$ cat src/rtl/x_alp_sim_exit_pkg.sv
// Shared types and helpers for the x_alp simulation-exit controller.
package x_alp_sim_exit_pkg;

    typedef enum logic [1:0] {
        IDLE = 2'd0,
        RUN  = 2'd1,
        DONE = 2'd2
    } sim_exit_state_e;

    // Write-port payload layout: {code[30:0], done}.
    typedef struct packed {
        logic [30:0] code;
        logic        done;
    } sim_exit_report_t;

    localparam logic [31:0] TIMEOUT_CODE_DEFAULT = 32'hDEAD;

    function automatic int unsigned hart_id_w(input int unsigned num_harts);
        return (num_harts <= 1) ? 1 : $clog2(num_harts);
    endfunction

endpackage

$ cat src/rtl/x_alp_sim_exit_arb.sv
// Picks the lowest-index hart holding a non-zero exit code (purely combinational).
module x_alp_sim_exit_arb
    import x_alp_sim_exit_pkg::*;
#(
    parameter int unsigned NUM_HARTS = 4,
    localparam int unsigned HartIdW = hart_id_w(NUM_HARTS)
) (
    input  logic [NUM_HARTS-1:0][30:0] codes_i,
    output logic                       found_o,
    output logic [30:0]                code_o,
    output logic [HartIdW-1:0]         hart_o
);

    // Scan downwards so the lowest matching index is written last.
    always_comb begin
        found_o = 1'b0;
        code_o  = '0;
        hart_o  = '0;
        for (int h = int'(NUM_HARTS) - 1; h >= 0; h--) begin
            if (codes_i[h] != '0) begin
                found_o = 1'b1;
                code_o  = codes_i[h];
                hart_o  = HartIdW'(h);
            end
        end
    end

endmodule

$ cat src/rtl/x_alp_sim_exit_ctrl.sv
// Simulation-exit controller: aggregates per-hart exit reports into exit_valid/exit_value.
// Optional inactivity watchdog enabled by defining XALP_SIM_EXIT_TIMEOUT_EN.
module x_alp_sim_exit_ctrl
    import x_alp_sim_exit_pkg::*;
#(
    parameter int unsigned  NUM_HARTS      = 4,
    parameter bit           FAIL_FAST      = 1'b0,
    parameter int unsigned  TIMEOUT_CYCLES = 32'd1_000_000,
    parameter logic [31:0]  TIMEOUT_CODE   = TIMEOUT_CODE_DEFAULT,
    localparam int unsigned HartIdW        = hart_id_w(NUM_HARTS)
) (
    input  logic                 clk_i,
    input  logic                 rst_i,
    input  logic                 enable_i,
    input  logic                 wr_valid_i,
    output logic                 wr_ready_o,
    input  logic [HartIdW-1:0]   wr_hart_i,
    input  logic [31:0]          wr_data_i,
    output logic [NUM_HARTS-1:0] pending_o,
    output logic                 exit_valid_o,
    output logic [31:0]          exit_value_o,
    output logic [HartIdW-1:0]   exit_hart_o,
    output logic                 timeout_o,
    output logic                 err_o
);

    sim_exit_state_e            state_q, state_d;
    logic                       ready_q, ready_d;
    logic [NUM_HARTS-1:0]       pending_q, pending_d, pending_acc;
    logic [NUM_HARTS-1:0][30:0] codes_q, codes_d, codes_acc;
    logic                       exit_valid_q, exit_valid_d;
    logic [31:0]                exit_value_q, exit_value_d;
    logic [HartIdW-1:0]         exit_hart_q, exit_hart_d;
    logic                       err_q, err_d;

    sim_exit_report_t   report;
    logic               xfer, in_range, go_idle, accept, ff_hit, all_done;
    logic               arb_found;
    logic [30:0]        arb_code;
    logic [HartIdW-1:0] arb_hart;

    assign report   = sim_exit_report_t'(wr_data_i);
    assign xfer     = wr_valid_i & ready_q;
    assign in_range = 32'(wr_hart_i) < NUM_HARTS;
    assign go_idle  = (state_q == RUN) & ~enable_i;
    assign accept   = xfer & ~go_idle & report.done & in_range & pending_q[wr_hart_i];
    assign ff_hit   = FAIL_FAST & accept & (report.code != '0);
    assign all_done = accept & (pending_acc == '0);

    // Code/pending state as it stands after this cycle's report is absorbed.
    always_comb begin
        codes_acc   = codes_q;
        pending_acc = pending_q;
        if (accept) begin
            codes_acc[wr_hart_i]   = report.code;
            pending_acc[wr_hart_i] = 1'b0;
        end
    end

    x_alp_sim_exit_arb #(
        .NUM_HARTS(NUM_HARTS)
    ) u_arb (
        .codes_i(codes_acc),
        .found_o(arb_found),
        .code_o (arb_code),
        .hart_o (arb_hart)
    );

`ifdef XALP_SIM_EXIT_TIMEOUT_EN
    localparam int unsigned     CntW    = $clog2(TIMEOUT_CYCLES + 1);
    localparam logic [CntW-1:0] CntLast = CntW'(TIMEOUT_CYCLES - 1);

    logic [CntW-1:0] cnt_q, cnt_d;
    logic            timeout_q;
    logic            expire;

    // Any transfer reloads the counter, so a report always beats expiry.
    assign expire = ready_q & enable_i & ~xfer & (cnt_q == CntLast);

    always_comb begin
        cnt_d = cnt_q;
        if (state_q == IDLE) begin
            cnt_d = '0;
        end else if (state_q == RUN) begin
            cnt_d = (go_idle || xfer) ? '0 : cnt_q + CntW'(1);
        end
    end

    always_ff @(posedge clk_i or posedge rst_i) begin
        if (rst_i) begin
            cnt_q     <= '0;
            timeout_q <= 1'b0;
        end else begin
            cnt_q <= cnt_d;
            if (go_idle) begin
                timeout_q <= 1'b0;
            end else if (expire) begin
                timeout_q <= 1'b1;
            end
        end
    end

    assign timeout_o = timeout_q;
`else
    logic unused_cfg;
    assign unused_cfg = ^{TIMEOUT_CYCLES, TIMEOUT_CODE};
    assign timeout_o  = 1'b0;
`endif

    always_comb begin
        state_d      = state_q;
        ready_d      = ready_q;
        pending_d    = pending_q;
        codes_d      = codes_q;
        exit_valid_d = exit_valid_q;
        exit_value_d = exit_value_q;
        exit_hart_d  = exit_hart_q;
        err_d        = err_q;
        unique case (state_q)
            IDLE: begin
                if (enable_i) begin
                    state_d = RUN;
                    ready_d = 1'b1;
                end
            end
            RUN: begin
                if (go_idle) begin
                    state_d      = IDLE;
                    ready_d      = 1'b0;
                    pending_d    = '1;
                    codes_d      = '0;
                    exit_valid_d = 1'b0;
                    exit_value_d = 32'd1;
                    exit_hart_d  = '0;
                end else begin
                    pending_d = pending_acc;
                    codes_d   = codes_acc;
                    if (xfer && (!in_range || (report.done && !pending_q[wr_hart_i]))) begin
                        err_d = 1'b1;
                    end
                    if (ff_hit) begin
                        state_d      = DONE;
                        ready_d      = 1'b0;
                        exit_valid_d = 1'b1;
                        exit_value_d = {1'b0, report.code};
                        exit_hart_d  = wr_hart_i;
                    end else if (all_done) begin
                        state_d      = DONE;
                        ready_d      = 1'b0;
                        exit_valid_d = 1'b1;
                        exit_value_d = arb_found ? {1'b0, arb_code} : 32'd0;
                        exit_hart_d  = arb_hart;
                    end
`ifdef XALP_SIM_EXIT_TIMEOUT_EN
                    else if (expire) begin
                        state_d      = DONE;
                        ready_d      = 1'b0;
                        exit_valid_d = 1'b1;
                        exit_value_d = TIMEOUT_CODE;
                        exit_hart_d  = '0;
                    end
`endif
                end
            end
            DONE: ;
            default: begin
                state_d = IDLE;
                ready_d = 1'b0;
            end
        endcase
    end

    always_ff @(posedge clk_i or posedge rst_i) begin
        if (rst_i) begin
            state_q      <= IDLE;
            ready_q      <= 1'b0;
            pending_q    <= '1;
            codes_q      <= '0;
            exit_valid_q <= 1'b0;
            exit_value_q <= 32'd1;
            exit_hart_q  <= '0;
            err_q        <= 1'b0;
        end else begin
            state_q      <= state_d;
            ready_q      <= ready_d;
            pending_q    <= pending_d;
            codes_q      <= codes_d;
            exit_valid_q <= exit_valid_d;
            exit_value_q <= exit_value_d;
            exit_hart_q  <= exit_hart_d;
            err_q        <= err_d;
        end
    end

    assign wr_ready_o   = ready_q;
    assign pending_o    = pending_q;
    assign exit_valid_o = exit_valid_q;
    assign exit_value_o = exit_value_q;
    assign exit_hart_o  = exit_hart_q;
    assign err_o        = err_q;

endmodule

$ cat config.mk
export PLATFORM = sky130hd
export DESIGN_NAME = x_alp_sim_exit_ctrl
export DESIGN_NICKNAME = d
export VERILOG_FILES = /design/src/rtl/x_alp_sim_exit_pkg.sv /design/src/rtl/x_alp_sim_exit_arb.sv /design/src/rtl/x_alp_sim_exit_ctrl.sv
export SDC_FILE = /design/constraint.sdc
export NUM_CORES = 1
export LEC_CHECK = 0
export ABC_AREA = 1
export CORE_MARGIN = 2
export CORE_UTILIZATION = 53
export CTS_CLUSTER_SIZE = 30
export DETAILED_ROUTE_END_ITERATION = 16
export PLACE_DENSITY = 0.83
export SYNTH_ARGS = -nofsm -noshare
export SYNTH_HDL_FRONTEND = slang
export SYNTH_HIERARCHICAL = 1
export SYNTH_SLANG_ARGS = --single-unit
export TNS_END_PERCENT = 30
$ cat constraint.sdc
create_clock -name clk_i -period 6.1 [get_ports clk_i]
set_clock_uncertainty 0.05 [all_clocks]
set_input_delay 1.525 -clock clk_i [delete_from_list [all_inputs] [get_ports clk_i]]
set_output_delay 1.525 -clock clk_i [all_outputs]
set_load 0.02 [all_outputs]
## Word level (Yosys, flattened, before mapping)

Index checks and enable logic that the tools add are counted.

| word-level totals | value |
|---|---|
| word-level logic and storage cells | 80 |
| memories kept | 0 |
| bits in writable memories | 0 |
| latch bits | 0 |
| input bits | 38 |
| ROM bits | 0 |
| flip-flop bits (word level) | 167 |

| cells by class | value |
|---|---|
| $lt $le $gt $ge | 2 |
| add/subtract/negate cells | 0 |
| bitwise gates (word level) | 11 |
| shift operators | 0 |
| multiply operators | 0 |
| divide/modulo/power cells | 0 |
| reductions and logical operators | 14 |
| equal/unequal tests | 4 |
| muxes and demuxes | 38 |

Operators with widths:

| cell | number |
|---|---|
| $mux W124 | 2 |
| $mux W31 | 6 |
| $bwmux W124 | 1 |
| $reduce_bool A31 Y1 | 4 |
| $mux W32 | 2 |
| $demux W31 S2 | 1 |
| $mux W2 | 9 |
| $mux W1 | 11 |
| $mux W4 | 2 |
| $and A1 B1 Y1 | 6 |
| $pmux W2 S3 | 1 |
| $reduce_and A3 Y1 | 2 |
| $and A4 B4 Y4 | 1 |
| $logic_not A4 Y1 | 1 |
| $not A4 Y4 | 1 |
| $logic_and A1 B1 Y1 | 3 |
| $lt A2 B3 Y1 const B | 1 |
| $ne A3 B3 Y1 const B | 1 |
| $not A1 Y1 | 3 |
| $pmux W1 S3 | 1 |
| $bmux W1 S2 | 1 |
| $demux W1 S2 | 1 |
| $eq A2 B1 Y1 const B | 1 |
| $eq A2 B2 Y1 const B | 1 |
| 6 further kinds | 6 |

## Depth between registers and ports, before layout

Gate-level depths: netlist of the first run.

| logic depth | value |
|---|---|
| word-level depth | 15 |
| depth in mapped cells | 24 |
| gate-level depth less buffers | 22 |

## By module

Netlist of the first run, hierarchy kept.

By module, submodules not included:

| module | cells an instance | area an instance (sq um) | times used | sequential area each (sq um) |
|---|---|---|---|---|
| x_alp_sim_exit_ctrl | 934 | 8136.6 | 1 | 4135.2 |
| x_alp_sim_exit_arb | 413 | 1734.2 | 1 | 0.0 |

## Least setup slack after synthesis of the first run

OpenSTA, ideal clock, no wires.

| timing | value |
|---|---|
| path type | input to register |
| start point | in wr_hart_i[0] |
| end point | reg exit_value_q[10], in the netlist exit_value_o[10] |
| library setup time | 117 ps |
| setup slack | 2155 ps |
| data required time | 5933 ps |
| stages | 21 |
| arrival time | 3777 ps |
| path through | nor2_1 > nand2_1 > nand2_1 > nor2_4 > nand3_2 > buf_2 > mux2i_1 > inv_1 > nor2_1 > and2_0 > nand2_1 > nor2_1 > nand2_1 > buf_2 > nor3_2 > nand3_1 > clkbuf_1 > nand2_1 > inv_1 > nand2_1 > nand2_1 |

RTL lines:

| what | RTL line | RTL |
|---|---|---|
| start, declared | x_alp_sim_exit_ctrl.sv:17 | `input logic [HartIdW-1:0] wr_hart_i,` |
| end signal, assigned | x_alp_sim_exit_ctrl.sv:189 | `exit_value_q <= exit_value_d;` |
| end, declared | x_alp_sim_exit_ctrl.sv:32 | `logic [31:0] exit_value_q, exit_value_d;` |

==> flow_metrics.tcl, run 1 <==
set metrics [dict create \
    status "finished, final reports clean" \
    max_freq_mhz 199.7 \
    portBuffers 77 \
    rrSetupSlack_ns 2.22 \
    globalRoute.totalOverflow 0 \
    clock-sinks 165 \
    yosysTopAreaCellShare_pct 40.56 \
    synth-simple-area-share_pct 25.92 \
    synthToLayoutAreaGrowth_pct 14.84 \
    whs_ns 0.4149 \
    gr-usage-all-layers_pct 26.19 \
    gp_congestion 0.8534 \
    drive_gt1_share_pct 5.053 \
    cap_viol_max_count 0 \
    vias 8737 \
    rows 49 \
    synth_seq_cells 165 \
    critPathLaunch "wr_hart_i[0]" \
    worst_slack_ns 1.091 \
    finalHoldViolCount 0 \
    n_antenna_cell 0 \
    p_comb_share_pct 23.9 \
    via_per_inst 5.347 \
    swShare_pct 31.63 \
    period_needed_ns 5.009 \
    hold_buffers 0 \
    drt_iter0_markers 965 \
    clkPwrFrac_pct 39.2 \
    cts-htree-levels 4 \
    initial_utilization_pct 54.39 \
    r2r_start "pending_o[2]$_DFFE_PP1N_" \
    critPathLaunchType "input pin" \
    die_area_sq_mm 0.01973 \
    core_sq_mm 0.01815 \
    synth_area_leaders "dfrtp_1 41%, nand2_1 16%, mux2i_1 13%" \
    hold_class "reg -> reg" \
    drtAntennaViolNets 0 \
    irDropWorstVdd_mv 0.3217 \
    required_ns 6.43 \
    finalWirelength_mm 25.12 \
    setup_viol 0 \
    synth-xor-area-share_pct 0 \
    crit_type "in -> reg" \
    syn_area_per_cell_sq_um 7.328 \
    grt_pass1_wl_mm 41.86 \
    relSlewSlack_pct 15.16 \
    final_nets 1430 \
    io_pins 80 \
    synthCells 1347 \
    synthFlopType "dfrtp_1" \
    synth_area_leader_cell "dfrtp_1" \
    arrival_ns 5.34 \
    netlist_area_sq_mm 0.009871 \
    p_seq_share_pct 36.8 \
    yosys.cell_types.count 28 \
    synth_warnings 6 \
    cts_resized 0 \
    end_kind "register" \
    wl_per_cell_microns 15.38 \
    crit_chain "clkdlybuf4s50_1, inv_1, nand3_1, nand2_1, nor2_4, nand2_1, nor2_4, buf_12, mux2i_1, inv_1, nor2_1, nand2_1, nor2_1, nand2_1, nor2_4, buf_4, nand3_1, nand2_1, nand2_1, nand2_1, nand2_1, inv_1, nand2_1, nand2_1" \
    cts_buffer_depth 2 \
    yosys-top-cells-count "413 x nand2_1, 224 x inv_1, 160 x dfrtp_1" \
    synth_compound_area_share_pct 6.858 \
    numCtsBuffers 17 \
    num-fill-cells 1520 \
    cp_slowest_cell "clkdlybuf4s50_1" \
    critPathMaxStageDelay_ns 0.57 \
    die_w_microns 140.5 \
    p_per_area_mw_per_mm2 268.5 \
    first_global_vias 8570 \
    internal_power_uw 2081 \
    finalCritPeriodShare_pct 82.11 \
    synth_edf_count 0 \
    die_y_microns 140.5 \
    synth_seq_area_share_pct 41.89 \
    slew_viol_final 0 \
    antenna_found_initial 0 \
    p_sw_uw 962.8 \
    synth_top_family_by_area "simple AND/OR/NAND/NOR gates" \
    p_leak_uw 0.007166 \
    clk_latency_ns 0.44 \
    synthAdderAreaFrac_pct 0 \
    reg2reg_depth 23 \
    ys_async_sr_fraction_pct 100.0 \
    endpoint "exit_value_o[29]$_DFFE_PP0P_" \
    fin_setup_tns_ns 0 \
    place_ws_ns 0.8280 \
    worst-slew-pin-transition_ns 1.273 \
    cts_setup_buffers 0 \
    muxShareOfSynthArea_pct 12.57 \
    cts_tree "built" \
    dp_hpwl_mm 15.82 \
    clockRootBuffer "clkbuf_16" \
    drcViolationCount 0 \
    crit_top_cell "nand2_1" \
    grt_max_degree 112 \
    first_pass_iters 6 \
    clk_pin_slew_ns 0.06 \
    synth.most_common_cell "nand2_1" \
    cp_max_fo 32 \
    rsz0062_at_grt "no" \
    r2r-end "exit_value_o[29]$_DFFE_PP0P_" \
]
## kinds of logic after synthesis
logic type             Yosys count
multiplexers                   124
flip-flops                     165
AO/OA/AOI/OAI                  133
AND/OR/NAND/NOR                628
other                            1
buffers and inverters          296
## per-stage QoR
stage	power [uW]	instances	cell area, sq um	utilization [%]
2_1_floorplan	1674	1348	9874	-
3_3_place_gp	1835	1602	10690	58.92
3_5_place_dp	1849	1602	10690	58.92
4_1_cts	3036	1634	11340	62.47
5_1_grt	3177	1634	11340	62.47
6_report	3044	1634	11340	62.47
## how the worst min path moves through the flow
| stage | slack [ns] | cells after the start | endpoint | startpoint |
|---|---|---|---|---|
| floorplan | 0.40 | 2 | codes_q[0]$_DFFE_PP0N_ | codes_q[0]$_DFFE_PP0N_ |
| global placement | 0.41 | 2 | exit_valid_o$_DFFE_PP0P_ | exit_valid_o$_DFFE_PP0P_ |
| detailed placement | 0.41 | 2 | exit_value_o[0]$_DFFE_PP1P_ | exit_value_o[0]$_DFFE_PP1P_ |
| CTS | 0.42 | 2 | exit_value_o[0]$_DFFE_PP1P_ | exit_value_o[0]$_DFFE_PP1P_ |
| global route | 0.44 | 2 | exit_value_o[0]$_DFFE_PP1P_ | exit_value_o[0]$_DFFE_PP1P_ |
| finish | 0.41 | 2 | exit_value_o[0]$_DFFE_PP1P_ | exit_value_o[0]$_DFFE_PP1P_ |
## final cells by class
type / instances / area (sq um) / area share (%)
Multi-Input combinational cell: 887 / 4484 / 39.56
Sequential cell: 165 / 4135 / 36.48
Timing Repair Buffer: 92 / 920.9 / 8.124
Inverter: 229 / 865.8 / 7.638
Clock buffer: 22 / 464.2 / 4.095
Tap cell: 229 / 286.5 / 2.528
Clock inverter: 10 / 178.9 / 1.578
## worst max-delay path: cells and delay by family
family	cells	cell delay, ns
buffers and inverters	6	1.41
and+or+nand+nor	17	2.05
muxes	1	0.30
## power by group through the flow
stage / registers, uW / logic [uW] / clock network, uW
6_report: 1120 / 729 / 1190
4_1_cts: 1120 / 716 / 1200
3_3_place_gp: 1140 / 695 / 0
3_5_place_dp: 1140 / 708 / 0
5_1_grt: 1120 / 806 / 1250
2_1_floorplan: 1140 / 530 / 0
## flip-flops by register name (all words and copies together), names as in the netlist
name	cells
state_q	2
exit_value_o	31
pending_o	4
exit_hart_o	2
codes_q	124
exit_valid_o	1
err_o	1
## cells in the final DEF, fill, tap and decap left out
cell type        Yosys  layout
a21oi_1              2       2
a21oi_2              1       1
a22oi_1              2       2
and2_0               1       1
buf_12               0       3
buf_4                2      12
bufinv_16            0       5
clkbuf_1            31       3
clkbuf_16            0      17
clkbuf_8             0       2
clkdlybuf4s50_1      0      77
clkinv_2             0       5
clkinv_4             0       1
conb_1               1       2
dfrtp_1            160     160
dfstp_2              5       5
inv_1              224     223
inv_2                5       4
inv_6                0       1
mux2i_1            124     124
nand2_1            413     413
nand2_2              3       3
nand2_4              1       1
nand3_1             38      38
nand3_2              3       3
nand4_2              1       1
nor2_1             122     122
nor2_4               5       5
nor2_8               1       1
nor3_1              39      39
nor3_2               1       1
o21ai_0             58      58
o21ai_1             69      69
o21bai_1             1       1
## per-layer routing
layer  vias up  GRT usage, %  part of all wire, %
met2       319         44.92                   49
met4         0         10.32                  3.0
met1      4135         33.72                   43
li1       4222             -                    -
met5         -             0                    0
met3        61         3.692                  5.3
Note: power is estimated with default switching activity, not from simulation.
==> inputs of run 2 (changes only) <==
CORE_UTILIZATION = 55   (was 53)
PLACE_DENSITY = 0.82   (was 0.83)
clock period = 4.7 ns   (was 6.1 ns; I/O delays follow)
==> run 2 against run 1 <==
Net effect:
- cell count grew 0.55%
- clock-buffer cell count up 1
- first-iteration DRC count is 9.8% lower
- global-route usage grew 0.48 points
- sequential share of layout area fell by 0.36 points
- combinational power increased by 37%
- cell area grew 1.0%
- via count decreased by 0.46%
- hold slack gained 0.0032 ns
- utilization rose by 3.3 points
- non-clock buffer count rose by 13
- power increased by 28%
- largest cell class unchanged
==> flow_metrics.tcl, run 2 (same netlist as run 1, synthesis figures left out) <==
set metrics [dict create \
    drtAntennaViolNets 0 \
    clk_pin_slew_ns 0.06 \
    cts_resized 0 \
    slew_viol_final 0 \
    whs_path_depth 2 \
    cp_max_fo 16 \
    status "finished, final reports clean" \
    use_met2_pct 44.69 \
    p_leak_uw 0.007221 \
    crit_buf_inv 5 \
    clock-sinks 165 \
    finalHoldViolCount 0 \
    core_sq_mm 0.01742 \
    via_per_inst 5.293 \
    crit_top_cell "nand2_1" \
    power_uw 3887 \
    vias 8697 \
    grt_pass1_wl_mm 39.87 \
    cts-htree-levels 4 \
    drt_iter0_markers 870 \
    first_pass_iters 6 \
    cap_viol_max_count 0 \
    clk_latency_ns 0.43 \
    wl_per_cell_microns 14.70 \
    required_ns 5.02 \
    max_freq_mhz 236.7 \
    rows 48 \
    crit_chain "clkdlybuf4s50_1, nor2_1, nand2_1, nand2_1, nor2_4, nand3_2, buf_4, mux2i_1, inv_1, nor2_1, nand2_1, nor2_1, nand2_2, nor2_8, buf_4, nor2_1, nor2_1, nand2_1, nand2_1, nand2_1, inv_1, nand2_1, nand2_1" \
    end_kind "register" \
    numCtsBuffers 17 \
    regArea_sq_mm 0.004135 \
    hp-start "exit_value_o[29]$_DFFE_PP0P_" \
    hold_end "exit_value_o[29]$_DFFE_PP0P_" \
    crit_family "simple AND/OR/NAND/NOR gates" \
    cts_setup_buffers 0 \
    final_nets 1443 \
    largest_register_ffs 124 \
    period_needed_ns 4.225 \
    reg2reg_depth 22 \
    final_common_cell "nand2_1" \
    critPathMaxStageDelay_ns 0.49 \
    whs_ns 0.4181 \
    synthToLayoutAreaGrowth_pct 16.00 \
    use_met3_pct 4.094 \
    r2r_start "state_q[1]$_DFFE_PP0P_" \
    fin_setup_tns_ns 0 \
    grt.busiest_layer "met2" \
    grt_max_degree 101 \
    worst-slew-pin-transition_ns 1.050 \
    multi_input_area_sq_mm 0.004484 \
    layoutNonFillerInstCount 1643 \
    crit_type "in -> reg" \
    die_area_sq_mm 0.01903 \
    rsz0062_at_grt "no" \
    antenna_found_initial 0 \
    r2r-end "exit_value_o[9]$_DFFE_PP0P_" \
    gp_congestion 0.8881 \
    cp_slowest_cell "clkdlybuf4s50_1" \
    rrSetupSlack_ns 1.21 \
    globalRoute.totalOverflow 0 \
    n_antenna_cell 0 \
    irDropWorstVdd_mv 0.3282 \
    finalWirelength_mm 24.15 \
    use_met1_pct 34.90 \
    hold_buffers 0 \
    dp_cells 1611 \
    drcViolationCount 0 \
    portBuffers 77 \
    cts_tree "built" \
    final_cell_mix "413 x nand2_1, 223 x inv_1, 160 x dfrtp_1" \
    regMostFlops "codes_q" \
    die_y_microns 138.0 \
    cts_buffer_depth 2 \
    first_global_vias 8316 \
    io_pins 80 \
    p_per_area_mw_per_mm2 339.5 \
    die_w_microns 138.0 \
    relSlewSlack_pct 30.03 \
    num-fill-cells 1436 \
    clockRootBuffer "clkbuf_16" \
    fin_util_pct 65.74 \
    finalCritPeriodShare_pct 89.90 \
    dp_hpwl_mm 16.02 \
    arrival_ns 4.55 \
    hold_class "reg -> reg" \
    drive_gt1_share_pct 5.924 \
    gr-usage-all-layers_pct 26.67 \
    critPathLaunchType "input pin" \
    setup_viol 0 \
    initial_utilization_pct 56.67 \
]
run 2: worst max path at each step:
stage	slack (ns)	cells past startpoint	startpoint	endpoint
after floorplan	1.11	21	wr_hart_i[0]	exit_value_o[10]$_DFFE_PP0P_
after global placement	0.23	24	wr_hart_i[0]	exit_value_o[25]$_DFFE_PP0P_
after detailed placement	0.18	24	wr_hart_i[0]	exit_value_o[9]$_DFFE_PP0P_
after CTS	0.52	23	wr_hart_i[0]	exit_value_o[9]$_DFFE_PP0P_
after global routing	0.19	23	wr_hart_i[0]	exit_value_o[8]$_DFFE_PP0P_
final	0.47	23	wr_hart_i[0]	exit_value_o[9]$_DFFE_PP0P_
run 2: area by class of cell:
type                            count  area share [%]
Multi-Input combinational cell    887           39.17
Tap cell                          225           2.459
Clock buffer                       23           4.174
Inverter                          229           7.551
Clock inverter                      9           1.093
Timing Repair Buffer              105           9.442
Sequential cell                   165           36.12
run 2: tightest hold or removal path: cells and delay by family (launching register included):
family,cells,cell delay (ns)
flip-flops,1,0.34
AND/OR/NAND/NOR,2,0.09
run 2: power by group:
part	switching (uW)	internal, uW
logic	667	334
clock network	557	874
registers	11.6	1440
total	1240	2650
run 2: routing by layer:
layer | part of all wire (%) | up-vias
li1 | - | 4254
met1 | 45 | 4140
met2 | 49 | 252
met3 | 4.4 | 51
met4 | 2.5 | 0
met5 | 0 | -
run 2: stage by stage:
stage / worst slack (ns) / cell area (sq um)
after global routing: 0.1928 / 11450
after CTS: 0.5216 / 11450
after global placement: 0.2295 / 10850
after detailed placement: 0.1767 / 10850
after floorplan: 1.105 / 9878
final: 0.4749 / 11450
==> inputs of run 3 (changes only) <==
CAP_MARGIN = 10   (was unset)
==> results of run 3 <==
The final DEF is identical to that of run 2; final timing and power are the same.
